### config.mk
export PLATFORM = sky130hd
export DESIGN_NAME = trace_dispatcher
export DESIGN_NICKNAME = d
export VERILOG_FILES = /design/src/rtl/trace_dispatcher.sv
export SDC_FILE = /design/constraint.sdc
export NUM_CORES = 1
export LEC_CHECK = 0
export BUFFER_PORTS_ARGS = -buffer_cell sky130_fd_sc_hd__buf_2
export CAP_MARGIN = 40
export CORE_UTILIZATION = 50
export DETAILED_ROUTE_END_ITERATION = 10
export HOLD_SLACK_MARGIN = 0.05
export MAX_ROUTING_LAYER = met4
export PLACE_DENSITY = 0.8
export REMOVE_ABC_BUFFERS = 1
export SETUP_SLACK_MARGIN = 0.5
export SLEW_MARGIN = 20
export SYNTH_ARGS = -nofsm -noshare
export SYNTH_HDL_FRONTEND = slang
export SYNTH_SLANG_ARGS = --single-unit
### constraint.sdc
create_clock -name clk -period 3.7 [get_ports clk]
set_input_delay 0.185 -clock clk [delete_from_list [all_inputs] [get_ports clk]]
set_output_delay 0.185 -clock clk [all_outputs]
set_load 0.05 [all_outputs]
### src/rtl/trace_dispatcher.sv
// Trace dispatcher: buffers (command, address) pairs from the trace reader in a
// small FIFO, decodes them and issues one operation at a time to the L2 cache.
// Maintenance ops (clear/print) wait for op_done; illegal codes are dropped and counted.
// An entry written at one edge is popped on the next edge straight into the ISSUE
// holding registers, so a steady stream runs at one op per two cycles.
module trace_dispatcher #(
  parameter int unsigned ADDR_W     = 32,
  parameter int unsigned CMD_W      = 32,
  parameter int unsigned FIFO_DEPTH = 4,
  parameter int unsigned CNT_W      = 32
) (
  input  logic              clk,
  input  logic              rst_n,
  input  logic              in_valid,
  output logic              in_ready,
  input  logic [CMD_W-1:0]  in_cmd,
  input  logic [ADDR_W-1:0] in_addr,
  output logic              op_valid,
  input  logic              op_ready,
  output logic [3:0]        op_code,
  output logic [ADDR_W-1:0] op_addr,
  input  logic              op_done,
  output logic              err_pulse,
  output logic              busy,
  output logic [CNT_W-1:0]  cnt_l1,
  output logic [CNT_W-1:0]  cnt_snoop,
  output logic [CNT_W-1:0]  cnt_maint,
  output logic [CNT_W-1:0]  cnt_illegal
);

  localparam int unsigned PTR_W = $clog2(FIFO_DEPTH);

  localparam logic [1:0] ST_IDLE      = 2'd0;
  localparam logic [1:0] ST_ISSUE     = 2'd1;
  localparam logic [1:0] ST_WAIT_DONE = 2'd2;

  logic [CMD_W-1:0]  fifo_cmd  [FIFO_DEPTH];
  logic [ADDR_W-1:0] fifo_addr [FIFO_DEPTH];
  logic [PTR_W:0]    wr_ptr_q, rd_ptr_q;
  logic              empty, full, push, pop;

  logic [CMD_W-1:0]  head_cmd;
  logic [ADDR_W-1:0] head_addr;
  logic              head_legal;
  logic [3:0]        head_code;

  logic [1:0]        state_q, state_d;
  logic [3:0]        op_code_q;
  logic [ADDR_W-1:0] op_addr_q;
  logic              err_q;
  logic              accept;
  logic [CNT_W-1:0]  cnt_l1_q, cnt_snoop_q, cnt_maint_q, cnt_illegal_q;

  // Saturating increment: counters stick at all-ones rather than wrap.
  function automatic logic [CNT_W-1:0] sat_inc(input logic [CNT_W-1:0] v);
    return (&v) ? v : v + 1'b1;
  endfunction

  // FIFO status, handshakes and head-entry decode.
  always_comb begin
    empty      = (wr_ptr_q == rd_ptr_q);
    full       = (wr_ptr_q[PTR_W] != rd_ptr_q[PTR_W]) &&
                 (wr_ptr_q[PTR_W-1:0] == rd_ptr_q[PTR_W-1:0]);
    // Held low during reset; no bypass, so a full FIFO never accepts.
    in_ready   = rst_n && !full;
    push       = in_valid && in_ready;
    pop        = (state_q == ST_IDLE) && !empty;
    head_cmd   = fifo_cmd[rd_ptr_q[PTR_W-1:0]];
    head_addr  = fifo_addr[rd_ptr_q[PTR_W-1:0]];
    // Full-width compare: any nonzero upper bit makes the code illegal.
    head_legal = (head_cmd <= CMD_W'(9)) && (head_cmd != CMD_W'(7));
    head_code  = head_cmd[3:0];
    accept     = (state_q == ST_ISSUE) && op_ready;
  end

  // FIFO storage; contents need no reset because the pointers gate them.
  always_ff @(posedge clk) begin
    if (push) begin
      fifo_cmd[wr_ptr_q[PTR_W-1:0]]  <= in_cmd;
      fifo_addr[wr_ptr_q[PTR_W-1:0]] <= in_addr;
    end
  end

  // FIFO pointers with one extra wrap bit for full/empty detection.
  always_ff @(posedge clk or negedge rst_n) begin
    if (!rst_n) begin
      wr_ptr_q <= '0;
      rd_ptr_q <= '0;
    end else begin
      if (push) wr_ptr_q <= wr_ptr_q + 1'b1;
      if (pop)  rd_ptr_q <= rd_ptr_q + 1'b1;
    end
  end

  // Next-state logic for the issue FSM.
  always_comb begin
    state_d = state_q;
    case (state_q)
      ST_IDLE:      if (pop && head_legal) state_d = ST_ISSUE;
      ST_ISSUE:     if (op_ready) state_d = op_code_q[3] ? ST_WAIT_DONE : ST_IDLE;
      ST_WAIT_DONE: if (op_done) state_d = ST_IDLE;
      default:      state_d = ST_IDLE;
    endcase
  end

  // FSM state, operation holding registers and the illegal-drop pulse.
  always_ff @(posedge clk or negedge rst_n) begin
    if (!rst_n) begin
      state_q   <= ST_IDLE;
      op_code_q <= '0;
      op_addr_q <= '0;
      err_q     <= 1'b0;
    end else begin
      state_q <= state_d;
      err_q   <= pop && !head_legal;
      if (pop && head_legal) begin
        op_code_q <= head_code;
        // Clear and print carry no address.
        op_addr_q <= head_code[3] ? '0 : head_addr;
      end
    end
  end

  // Statistics: L1/snoop counted on accept, maintenance on completion.
  always_ff @(posedge clk or negedge rst_n) begin
    if (!rst_n) begin
      cnt_l1_q      <= '0;
      cnt_snoop_q   <= '0;
      cnt_maint_q   <= '0;
      cnt_illegal_q <= '0;
    end else begin
      if (pop && !head_legal) cnt_illegal_q <= sat_inc(cnt_illegal_q);
      if (accept && !op_code_q[3]) begin
        if (op_code_q < 4'd3) cnt_l1_q    <= sat_inc(cnt_l1_q);
        else                  cnt_snoop_q <= sat_inc(cnt_snoop_q);
      end
      if ((state_q == ST_WAIT_DONE) && op_done) cnt_maint_q <= sat_inc(cnt_maint_q);
    end
  end

  // Output mapping.
  always_comb begin
    op_valid    = (state_q == ST_ISSUE);
    op_code     = op_code_q;
    op_addr     = op_addr_q;
    err_pulse   = err_q;
    busy        = !empty || (state_q != ST_IDLE);
    cnt_l1      = cnt_l1_q;
    cnt_snoop   = cnt_snoop_q;
    cnt_maint   = cnt_maint_q;
    cnt_illegal = cnt_illegal_q;
  end

endmodule

==> results.md, run 1 <==
* Register area share after synthesis at 71.4%
* Mapped Area at 16,800 um2
* Area leader, netlist: edfxtp_1
* Crit-path cells: nor4b_1, nand4_1, nor4_1, o21ai_1, a222oi_1, buf_4, and2_4, buf_12, mux2_2
* Avg Vias per Cell at 5.41
* RSZ-0062 raised after global routing: false
* Die Y at 185 um
* Router iterations before antenna repair at 5
* Slew Limit Fails at 0
* Leakage at 8.91 nW
* CP Max Fanout at 24
* EDFF count, synth at 256
* Die area at 34,400 um2
* Post-route clock period utilization at 80.3%
* Final hold violations at 0
* Finish-stage setup viols at 0
* Tot GR Track Use at 22.4%
* Largest net degree at the start of global routing at 46
* Initial Utilization at 51.3%
* CP delay by family, top: simple AND/OR/NAND/NOR gates
* Syn avg cell area at 15.7 um2
* CP max stage cell: dfrtp_4
* Initial antenna violation count at 6
* Fmax at 337 MHz
* CP max stage delay at 590 ps
* Placer's final routability congestion estimate at 0.854
* FF-to-FF path depth at 9
* Max-cap viol count at 0
* Clock Skew at 16.6 ps
* Buf+Inv Stages, Crit Path at 2
* CTS tree: built
* Ys async rst share at 40.3%
* RR Startpoint: rd_ptr_q[0]
* Slew margin rel. at 43.0%
* Synth area leaders: edfxtp_1, dfrtp_1, mux4_2
* Core ar. at 32,800 um2
* Vias in the first global route at 10,500
* Cells after synthesis at 1,074
* WP data arrival at 3400 ps
* Total CTS buffers at 44
* Slew @ Worst Pin at 851 ps
* Worst reg2reg endpoint: op_addr[2]
* Total power at 12.2 mW
* P&R area growth vs syn at 23.9%
* First-pass GRT wire length at 56.8 mm
* Root Driver: clkbuf_16
* Flops & latches, synth at 429
* Cell with the most instances after synthesis: edfxtp_1
* Max Root-Sink Buffers at 3
* Pwr dens at 585 nW/um2
* Final worst slack at 729 ps
* CTS clk-pin slew, worst paths at 60 ps
* Clk sinks at 429
* HPWL after DPL at 23.3 mm
* Drt wl/cell at 19.2 um
* Top cells by count, synth: edfxtp_1, dfrtp_1, xor2_1
* H-tree levels at 2
* FP Rows at 66
* Run status: completed
* VDD IR max at 0.492 mV
* Predominant post-synthesis flop cell: edfxtp_1
* Nets at 1,494
* Worst min-delay path class: in -> async
* Port buffer count at 236
* Critical path class: reg -> reg
* Synth Warn # at 0
* Layout cells sized above 1 at 26.2%
* Vias at 10,300
* CP endpoint kind: register
* Die Width at 185 um
* Distinct cells, synth at 43
* Register-to-register setup slack at 730 ps
* Clock Latency Late Sink at 560 ps
* Req. time, crit path at 4130 ps
* Pre-CTS WS at 490 ps
* IO Pins at 237
* Antenna viol nets, final at 0
* Area share of the largest cell type after synthesis at 45.7%
* CP Launch Type: register
* Final min period at 2970 ps
* Initial drt markers at 707
* Drc violations at 0
* Overflow after GRT at 0
* Routed WL at 36.5 mm
-- flip-flops by register name, summed over array words and instances, names as in the netlist --
| register | cells |
|---|---|
| fifo_addr | 128 |
| rd_ptr_q | 3 |
| cnt_l1 | 32 |
| wr_ptr_q | 3 |
| cnt_illegal | 32 |
| state_q | 2 |
| cnt_snoop | 32 |
| op_code | 4 |
| cnt_maint | 32 |
| op_addr | 32 |
| fifo_cmd | 128 |
| err_pulse | 1 |
-- cells by family (layout without fill, tap and decap cells) --
kind of cell	Yosys count	count (layout)	share of synthesized area, %
DFF	429	429	71.4
and+or+nand+nor	370	370	11.8
xor gates and xnor gates	130	130	6.77
muxes	77	77	7.56
buffers and inverters	40	415	1.03
AOI/OAI and AO/OA	19	19	0.774
adders and majority gates	9	9	0.669
other	0	7	0
-- stage by stage --
step	hold WS (ps)	setup TNS, ps	util [%]	instance area, um2	cells
floorplan	-111	-525910	-	16700	1049
global placement	85.7	0	56.8	18600	1740
detailed placement	84.1	0	57.0	18700	1742
CTS	102	0	63.5	20800	1890
global route	93.5	0	63.6	20800	1897
finish	97.7	0	63.6	20800	1898
-- area by class of cell --
type | count | area (um2)
Antenna cell | 7 | 17.5
Clock inverter | 28 | 283
Tap cell | 442 | 553
Clock buffer | 51 | 1170
Sequential cell | 429 | 12000
Inverter | 15 | 56.3
Timing Repair Buffer | 321 | 2090
Fill cell | 2357 | 11900
Multi-Input combinational cell | 605 | 4660
-- worst max-delay path by stage --
| stage | from | endpoint | slack, ps | depth (start not counted) |
|---|---|---|---|---|
| 2_1_floorplan | rd_ptr_q[0] | op_addr[0] | -2720 | 5 |
| 3_3_place_gp | rd_ptr_q[0] | op_addr[0] | 580 | 8 |
| 3_5_place_dp | rd_ptr_q[0] | op_addr[2] | 490 | 8 |
| 4_1_cts | rd_ptr_q[0] | op_addr[2] | 620 | 8 |
| 5_1_grt | rd_ptr_q[0] | op_addr[16] | 610 | 9 |
| 6_report | rd_ptr_q[0] | op_addr[2] | 730 | 9 |
-- per-layer routing --
layer / share of wire, % / routed length, um / GRT usage [%]
met1: 40 / 14500 / 27.4
met2: 50 / 18400 / 36.9
met3: 7.4 / 2710 / 4.82
met4: 2.6 / 962 / 7.50
met5: 0 / 0 / -
-- power breakdown --
group | total, mW | internal [mW] | switching [mW] | leakage, nW
logic | 2.03 | 0.851 | 1.18 | 3.51
registers | 5.77 | 5.54 | 0.225 | 4.69
clock network | 4.39 | 2.51 | 1.88 | 0.706
total | 12.2 | 8.90 | 3.29 | 8.91
-- layout by cell type, fill, tap and decap left out, types with 34 or more instances in the layout --
cell and count:
dlygate4sd3_1 68, clkbuf_16 44, nand3_1 52, dfrtp_1 171
buf_2 235, xnor2_1 57, nand4_1 40, xor2_1 73
edfxtp_1 256, mux4_2 36, nor2_1 54, nor2b_1 34
nand2_1 61
-- what timing repair did --
item | in CTS | in global routing
endpoints found under the setup margin | 24 | 23
gates cloned | 0 | 0
endpoints found under the hold margin | 362 | 0
hold buffers | 68 | 0
pin swaps | 0 | 1
setup buffers | 1 | 1
gates resized for setup | 1 | 0
No activity file was read; power rests on OpenSTA's default activity.
==> inputs of run 2 (changes only) <==
--- a/config.mk
+++ b/config.mk
@@ -5,13 +5,14 @@
 export SDC_FILE = /design/constraint.sdc
 export NUM_CORES = 1
 export LEC_CHECK = 0
+export ABC_AREA = 1
 export BUFFER_PORTS_ARGS = -buffer_cell sky130_fd_sc_hd__buf_2
 export CAP_MARGIN = 40
 export CORE_UTILIZATION = 50
 export DETAILED_ROUTE_END_ITERATION = 10
 export HOLD_SLACK_MARGIN = 0.05
 export MAX_ROUTING_LAYER = met4
-export PLACE_DENSITY = 0.8
+export PLACE_DENSITY = 0.82
 export REMOVE_ABC_BUFFERS = 1
 export SETUP_SLACK_MARGIN = 0.5
 export SLEW_MARGIN = 20
==> constraint.sdc (replaced) <==
create_clock -name clk -period 2.6 [get_ports clk]
set_input_delay 0.13 -clock clk [delete_from_list [all_inputs] [get_ports clk]]
set_output_delay 0.13 -clock clk [all_outputs]
set_load 0.05 [all_outputs]
==> results.md, run 2 <==
* Run status: completed
* CP Max Fanout at 8 (-67%)
* First-pass GRT wire length at 80.7 mm (+42%)
* Synth Warn # at 0 (unchanged)
* Critical path class: reg -> reg
* Predominant post-synthesis flop cell: edfxtp_1
* Placer's final routability congestion estimate at 0.976 (+14%)
* Flops & latches, synth at 429 (unchanged)
* Pre-CTS WS at 165 ps (-324 ps)
* CP Launch Type: register
* Syn avg cell area at 10.0 um2 (-36%)
* Clk sinks at 429 (unchanged)
* Max Used Layer: met4
* VDD IR max at 0.619 mV (+26%)
* Max-cap viol count at 0 (unchanged)
* Req. time, crit path at 3110 ps (-1020 ps)
* Antenna viol nets, final at 0 (unchanged)
* Drt wl/cell at 18.9 um (-2.0%)
* Final min period at 2230 ps (-742 ps)
* Initial Utilization at 51.1% (-0.25 points)
* Placed insts at 2,659 (+53%)
* HPWL after DPL at 33.0 mm (+41%)
* Vias at 15,700 (+53%)
* FF-to-FF path depth at 13 (+4)
* Leakage at 10.3 nW (+15%)
* Max Root-Sink Buffers at 3 (unchanged)
* Vias in the first global route at 15,200 (+45%)
* Distinct cells, synth at 38 (-12%)
* Fmax at 449 MHz (+33%)
* Fin cells at 2,877 (+52%)
* Nets at 2,400 (+61%)
* RR Startpoint: rd_ptr_q[0]
* CP endpoint kind: register
* Register-to-register setup slack at 370 ps (-360 ps)
* Cell with the most instances after synthesis: nand2_1
* Largest net degree at the start of global routing at 132 (+190%)
* CTS tree: built
* Finished Core Util at 64.4% (+0.81 points)
* Die Width at 199 um (+7.2%)
* Drc violations at 0 (unchanged)
* Met3 routed WL at 4.60 mm (+70%)
* Avg Vias per Cell at 5.46 (+0.91%)
* Met2 wire len at 27.2 mm (+48%)
* Slew margin rel. at 47.2% (+4.2 points)
* P&R area growth vs syn at 26.1%
* CTS clk-pin slew, worst paths at 60 ps (about the same)
* Setup_tns at 0 ps (unchanged)
* Cells after synthesis at 1,938 (+80%)
* Pwr dens at 806 nW/um2 (+38%)
* Slew Limit Fails at 0 (unchanged)
* Initial antenna violation count at 9 (+3)
* Worst reg2reg endpoint: op_addr[16]
* RSZ-0062 raised after global routing: true
* Post-route clock period utilization at 85.7% (+5.4 points)
* Top cells by count, synth: nand2_1, edfxtp_1, nor2_1
* Finish-stage setup viols at 0 (unchanged)
* Root Driver: clkbuf_16
* Most frequent cells in the layout: nand2_1, edfxtp_1, nor2_1
* Met1 WL at 20.7 mm (+43%)
* Slew @ Worst Pin at 793 ps (-58.3 ps)
* Ys async rst share at 40.3% (unchanged)
* Layout cells sized above 1 at 21.1% (-5.1 points)
* Final worst slack at 371 ps (-358 ps)
* IO Pins at 237 (unchanged)
* Worst min-delay path class: in -> async
* EDFF count, synth at 256 (unchanged)
* WP data arrival at 2740 ps (-660 ps)
* Area share of the largest cell type after synthesis at 39.7% (-6.0 points)
* Mapped Area at 19,400 um2 (+15%)
* H-tree levels at 2 (unchanged)
* Clock Skew at 37.8 ps (+21.2 ps)
* Die area at 39,500 um2 (+15%)
* Total CTS buffers at 45 (+2.3%)
* Synth area leaders: edfxtp_1, dfrtp_1, nand2_1
* Register area share after synthesis at 62.0% (-9.4 points)
* Routed WL at 54.2 mm (+49%)
* Die Y at 199 um (+7.2%)
* Tot GR Track Use at 27.2% (+4.8 points)
* Overflow after GRT at 0 (unchanged)
* Router iterations before antenna repair at 5 (unchanged)
* Clock Latency Late Sink at 600 ps (+40 ps)
* Port buffer count at 236 (unchanged)
* Core ar. at 37,900 um2 (+16%)
* Final hold violations at 0 (unchanged)
* Initial drt markers at 1,096 (+55%)
* Area leader, netlist: edfxtp_1
* Commonest non-fill, non-tap cell in the layout: nand2_1
* FP Rows at 71 (+7.6%)
-- run 2: worst max path at each step --
stage,start,end,cells after the start
floorplan,rd_ptr_q[0],fifo_addr[3][0],6
global placement,rd_ptr_q[0],cnt_illegal[14],13
detailed placement,rd_ptr_q[0],cnt_illegal[9],13
CTS,rd_ptr_q[0],op_addr[16],13
global route,rd_ptr_q[0],op_addr[16],13
finish,rd_ptr_q[0],op_addr[16],13
-- run 2: cell type report --
class,count,area (um2)
diodes,9,22.5
repair buffers,398,3100
flip-flops and latches,429,12000
multi-input cells,1339,6820
inverters,109,423
well taps,511,639
clock buffers,55,1190
fillers,2833,13500
clock inverters,27,210
-- run 2: report_power, final --
part | leakage [nW] | internal (mW) | total [mW] | switching [mW]
Combinational | 5.01 | 1.79 | 5.29 | 3.50
Clock | 0.678 | 3.39 | 6.15 | 2.75
Sequential | 4.58 | 7.90 | 8.26 | 0.359
-- run 2: per-stage QoR --
stage | power (mW) | hold slack (ps) | area, um2
4_1_cts | 19.3 | 263 | 23900
3_3_place_gp | 12.3 | 285 | 21200
6_report | 19.7 | 279 | 24400
3_5_place_dp | 12.5 | 303 | 21200
5_1_grt | 20.5 | 282 | 24400
2_1_floorplan | 10.9 | -166 | 19000
-- run 2: what timing repair did --
action / 4_1_cts / 5_1_grt
resized for setup: 42 / 50
hold endpoints to repair: 302 / 0
pin swaps: 4 / 12
cloned: 8 / 9
hold buffers: 69 / 0
buffers inserted: 26 / 15
endpoints found under the setup margin: 279 / 305
-- run 2: metal layers --
| layer | vias to the layer above | global-route usage (%) |
|---|---|---|
| met2 | 705 | 45.0 |
| li1 | 7307 | - |
| met5 | - | - |
| met4 | 0 | 9.94 |
| met1 | 7566 | 32.8 |
| met3 | 131 | 5.93 |
-- run 2: kinds of logic (layout without fill, tap and decap cells) --
| group | Yosys count | after routing | share of synthesized area [%] |
|---|---|---|---|
| and+or+nand+nor | 1031 | 1035 | 22.6 |
| DFF | 429 | 429 | 62.0 |
| AOI/OAI and AO/OA | 187 | 187 | 5.78 |
| buffers and inverters | 174 | 589 | 4.13 |
| xor gates and xnor gates | 108 | 108 | 4.88 |
| adders and majority gates | 9 | 9 | 0.581 |
| other | 0 | 9 | 0 |
-- run 2: critical path, cell delays in order (launching register included) --
cell and delay [ps]:
dfrtp_2 490, buf_12 170, buf_4 150, nor2_4 90, nand3_2 70, nor2_2 120, nor2_1 60, nor2_1 90
nand2_1 90, nand2_4 120, nand3_4 180, buf_12 210, buf_16 150, o21ai_2 160
==> inputs of run 3 (changes only) <==
--- a/config.mk
+++ b/config.mk
@@ -5,14 +5,14 @@
 export SDC_FILE = /design/constraint.sdc
 export NUM_CORES = 1
 export LEC_CHECK = 0
-export ABC_AREA = 1
 export BUFFER_PORTS_ARGS = -buffer_cell sky130_fd_sc_hd__buf_2
 export CAP_MARGIN = 40
 export CORE_UTILIZATION = 50
+export CTS_CLUSTER_SIZE = 30
 export DETAILED_ROUTE_END_ITERATION = 10
 export HOLD_SLACK_MARGIN = 0.05
 export MAX_ROUTING_LAYER = met4
-export PLACE_DENSITY = 0.82
+export PLACE_DENSITY = 0.83
 export REMOVE_ABC_BUFFERS = 1
 export SETUP_SLACK_MARGIN = 0.5
 export SLEW_MARGIN = 20
==> results.md, run 3 (synthesis gave the netlist of run 1 again) <==
* Crit-path cells: buf_4, nor4b_4, nand4_1, o21ai_0, o21ai_1, a222oi_1, buf_4, and2_4, buf_8, mux2_4
* Critical path class: reg -> reg
* Slew @ Worst Pin at 960 ps (+168 ps)
* Buf+Inv Stages, Crit Path at 3 (-1)
* CP delay by family, top: simple AND/OR/NAND/NOR gates
* Vias in the first global route at 11,300 (-26%)
* Die Width at 185 um (-6.7%)
* Most frequent CP cell: buf_4
* Area taken by multi-input logic gates at 5230 um2 (-23%)
* Pwr dens at 820 nW/um2 (+1.6%)
* Nets at 1,592 (-34%)
* RSZ-0062 raised after global routing: true
* Max Root-Sink Buffers at 3 (unchanged)
* Run status: finished with violations
* Final min period at 2900 ps (+669 ps)
* Initial antenna violation count at 2 (-7)
* Vias at 11,200 (-29%)
* Instance count on the critical path at 10 (-3)
* Fmax at 345 MHz (-23%)
* CTS clk-pin slew, worst paths at 60 ps (about the same)
* VDD IR max at 0.744 mV (+20%)
* FP Rows at 66 (-7.0%)
* Initial drt markers at 798 (-27%)
* Core ar. at 32,800 um2 (-14%)
* Leakage at 9.70 nW (-5.4%)
* Clk sinks at 429 (unchanged)
* Final worst slack at -298 ps (-669 ps)
* Die Y at 185 um (-6.7%)
* FF-to-FF path depth at 10 (-3)
* Fillcell total at 2,026 (-28%)
* CP max stage delay at 540 ps (+50 ps)
* Total CTS buffers at 44 (-2.2%)
* Worst hold stages at 6
* Clock Latency Late Sink at 570 ps (-30 ps)
* Initial Utilization at 51.3% (+0.25 points)
* IO Pins at 237 (unchanged)
* CP endpoint kind: register
* Root Driver: clkbuf_16
* CTS tree: built
* Drc violations at 0 (unchanged)
* Violated checks: setup timing
* Die area at 34,400 um2 (-13%)
* Finish-stage setup viols at 68 (+68)
* Router iterations before antenna repair at 7 (+2)
* Most frequent cells in the layout: edfxtp_1, buf_2, dfrtp_1
* Clock Skew at 32.3 ps (-5.51 ps)
* Drt wl/cell at 21.7 um (+15%)
* Antenna viol nets, final at 0 (unchanged)
* Placer's final routability congestion estimate at 0.858 (-12%)
* Layout cells sized above 1 at 36.4% (+15 points)
* Avg Vias per Cell at 5.62 (+2.9%)
* Routed WL at 43.3 mm (-20%)
* Total power at 18.7 mW (-4.9%)
* Overflow after GRT at 0 (unchanged)
* WHS at 257 ps (-21.9 ps)
* Req. time, crit path at 3030 ps (-80 ps)
* Slew margin rel. at 36.0% (-11 points)
* Tot GR Track Use at 25.0% (-2.2 points)
* Max-cap viol count at 0 (unchanged)
* Reg area at 12,000 um2 (about the same)
* Final hold violations at 0 (unchanged)
* Largest net degree at the start of global routing at 174 (+32%)
* CP max stage cell: dfrtp_4
* WP data arrival at 3330 ps (+590 ps)
* Post-route clock period utilization at 111% (+26 points)
* HPWL after DPL at 23.7 mm (-28%)
* First-pass GRT wire length at 63.1 mm (-22%)
* CP Launch Type: register
* Slew Limit Fails at 0 (unchanged)
* Commonest non-fill, non-tap cell in the layout: edfxtp_1
* P&R area growth vs syn at 35.8%
* CP Max Fanout at 8 (unchanged)
* Finished Core Util at 69.7% (+5.3 points)
* Worst min-delay path class: in -> reg
* Port buffer count at 236 (unchanged)
* H-tree levels at 2 (unchanged)
==> run 3: area by class of cell <==
cell class,instances,area share [%]
multi-input cells,606,22.9
clock inverters,17,0.728
flip-flops and latches,429,52.6
inverters,15,0.246
well taps,442,2.42
diodes,3,0.0329
clock buffers,65,5.61
repair buffers,418,15.4
==> run 3: repair_timing <==
| item | CTS | global route |
|---|---|---|
| endpoints found under the setup margin | 356 | 396 |
| gates resized for setup | 85 | 87 |
| hold buffers | 68 | 0 |
| endpoints found under the hold margin | 433 | 0 |
| cloned | 15 | 3 |
| pin swaps | 9 | 13 |
| buffers inserted | 28 | 22 |
==> run 3: tightest hold or removal path, stage by stage <==
cell     delay [ps]
buf_2           110
and3b_1         220
nand2_1          80
nor2_1           90
nand2_1          90
xnor2_1          50
==> run 3: per-layer routing <==
layer | routed length [um] | vias to the layer above | track usage (%)
met3 | 3480 | 93 | 5.17
met4 | 856 | 0 | 7.60
met5 | 0 | - | -
met2 | 22400 | 519 | 42.1
li1 | - | 4924 | -
met1 | 16500 | 5676 | 30.5
==> run 3: worst paths after layout <==
path,startpoint,end,slack (ps)
setup / recovery,rd_ptr_q[0],op_code[2],-300
setup reg to reg,rd_ptr_q[0],op_code[2],-300
hold / removal,op_done,cnt_maint[30],260
max in group asynchronous,rst_n,op_code[3],1450
hold reg to reg,cnt_maint[20],cnt_maint[20],480
min in group asynchronous,rst_n,cnt_snoop[9],440
==> run 3: report_power, final <==
group | switching [mW] | leakage [nW] | internal (mW)
Combinational | 2.23 | 4.31 | 2.04
Clock | 2.70 | 0.710 | 3.56
Sequential | 0.298 | 4.68 | 7.89
==> run 3: stage by stage <==
step           setup WS [ps]  TNS, ps  area (um2)  cells
2_1_floorplan          -3820  -889420       16700   1049
3_3_place_gp            -132    -3330       19000   1774
3_5_place_dp            -241    -9350       19000   1774
4_1_cts                 -154    -5260       22200   1967
5_1_grt                 -351   -20360       22800   1994
6_report                -298   -16810       22900   1995
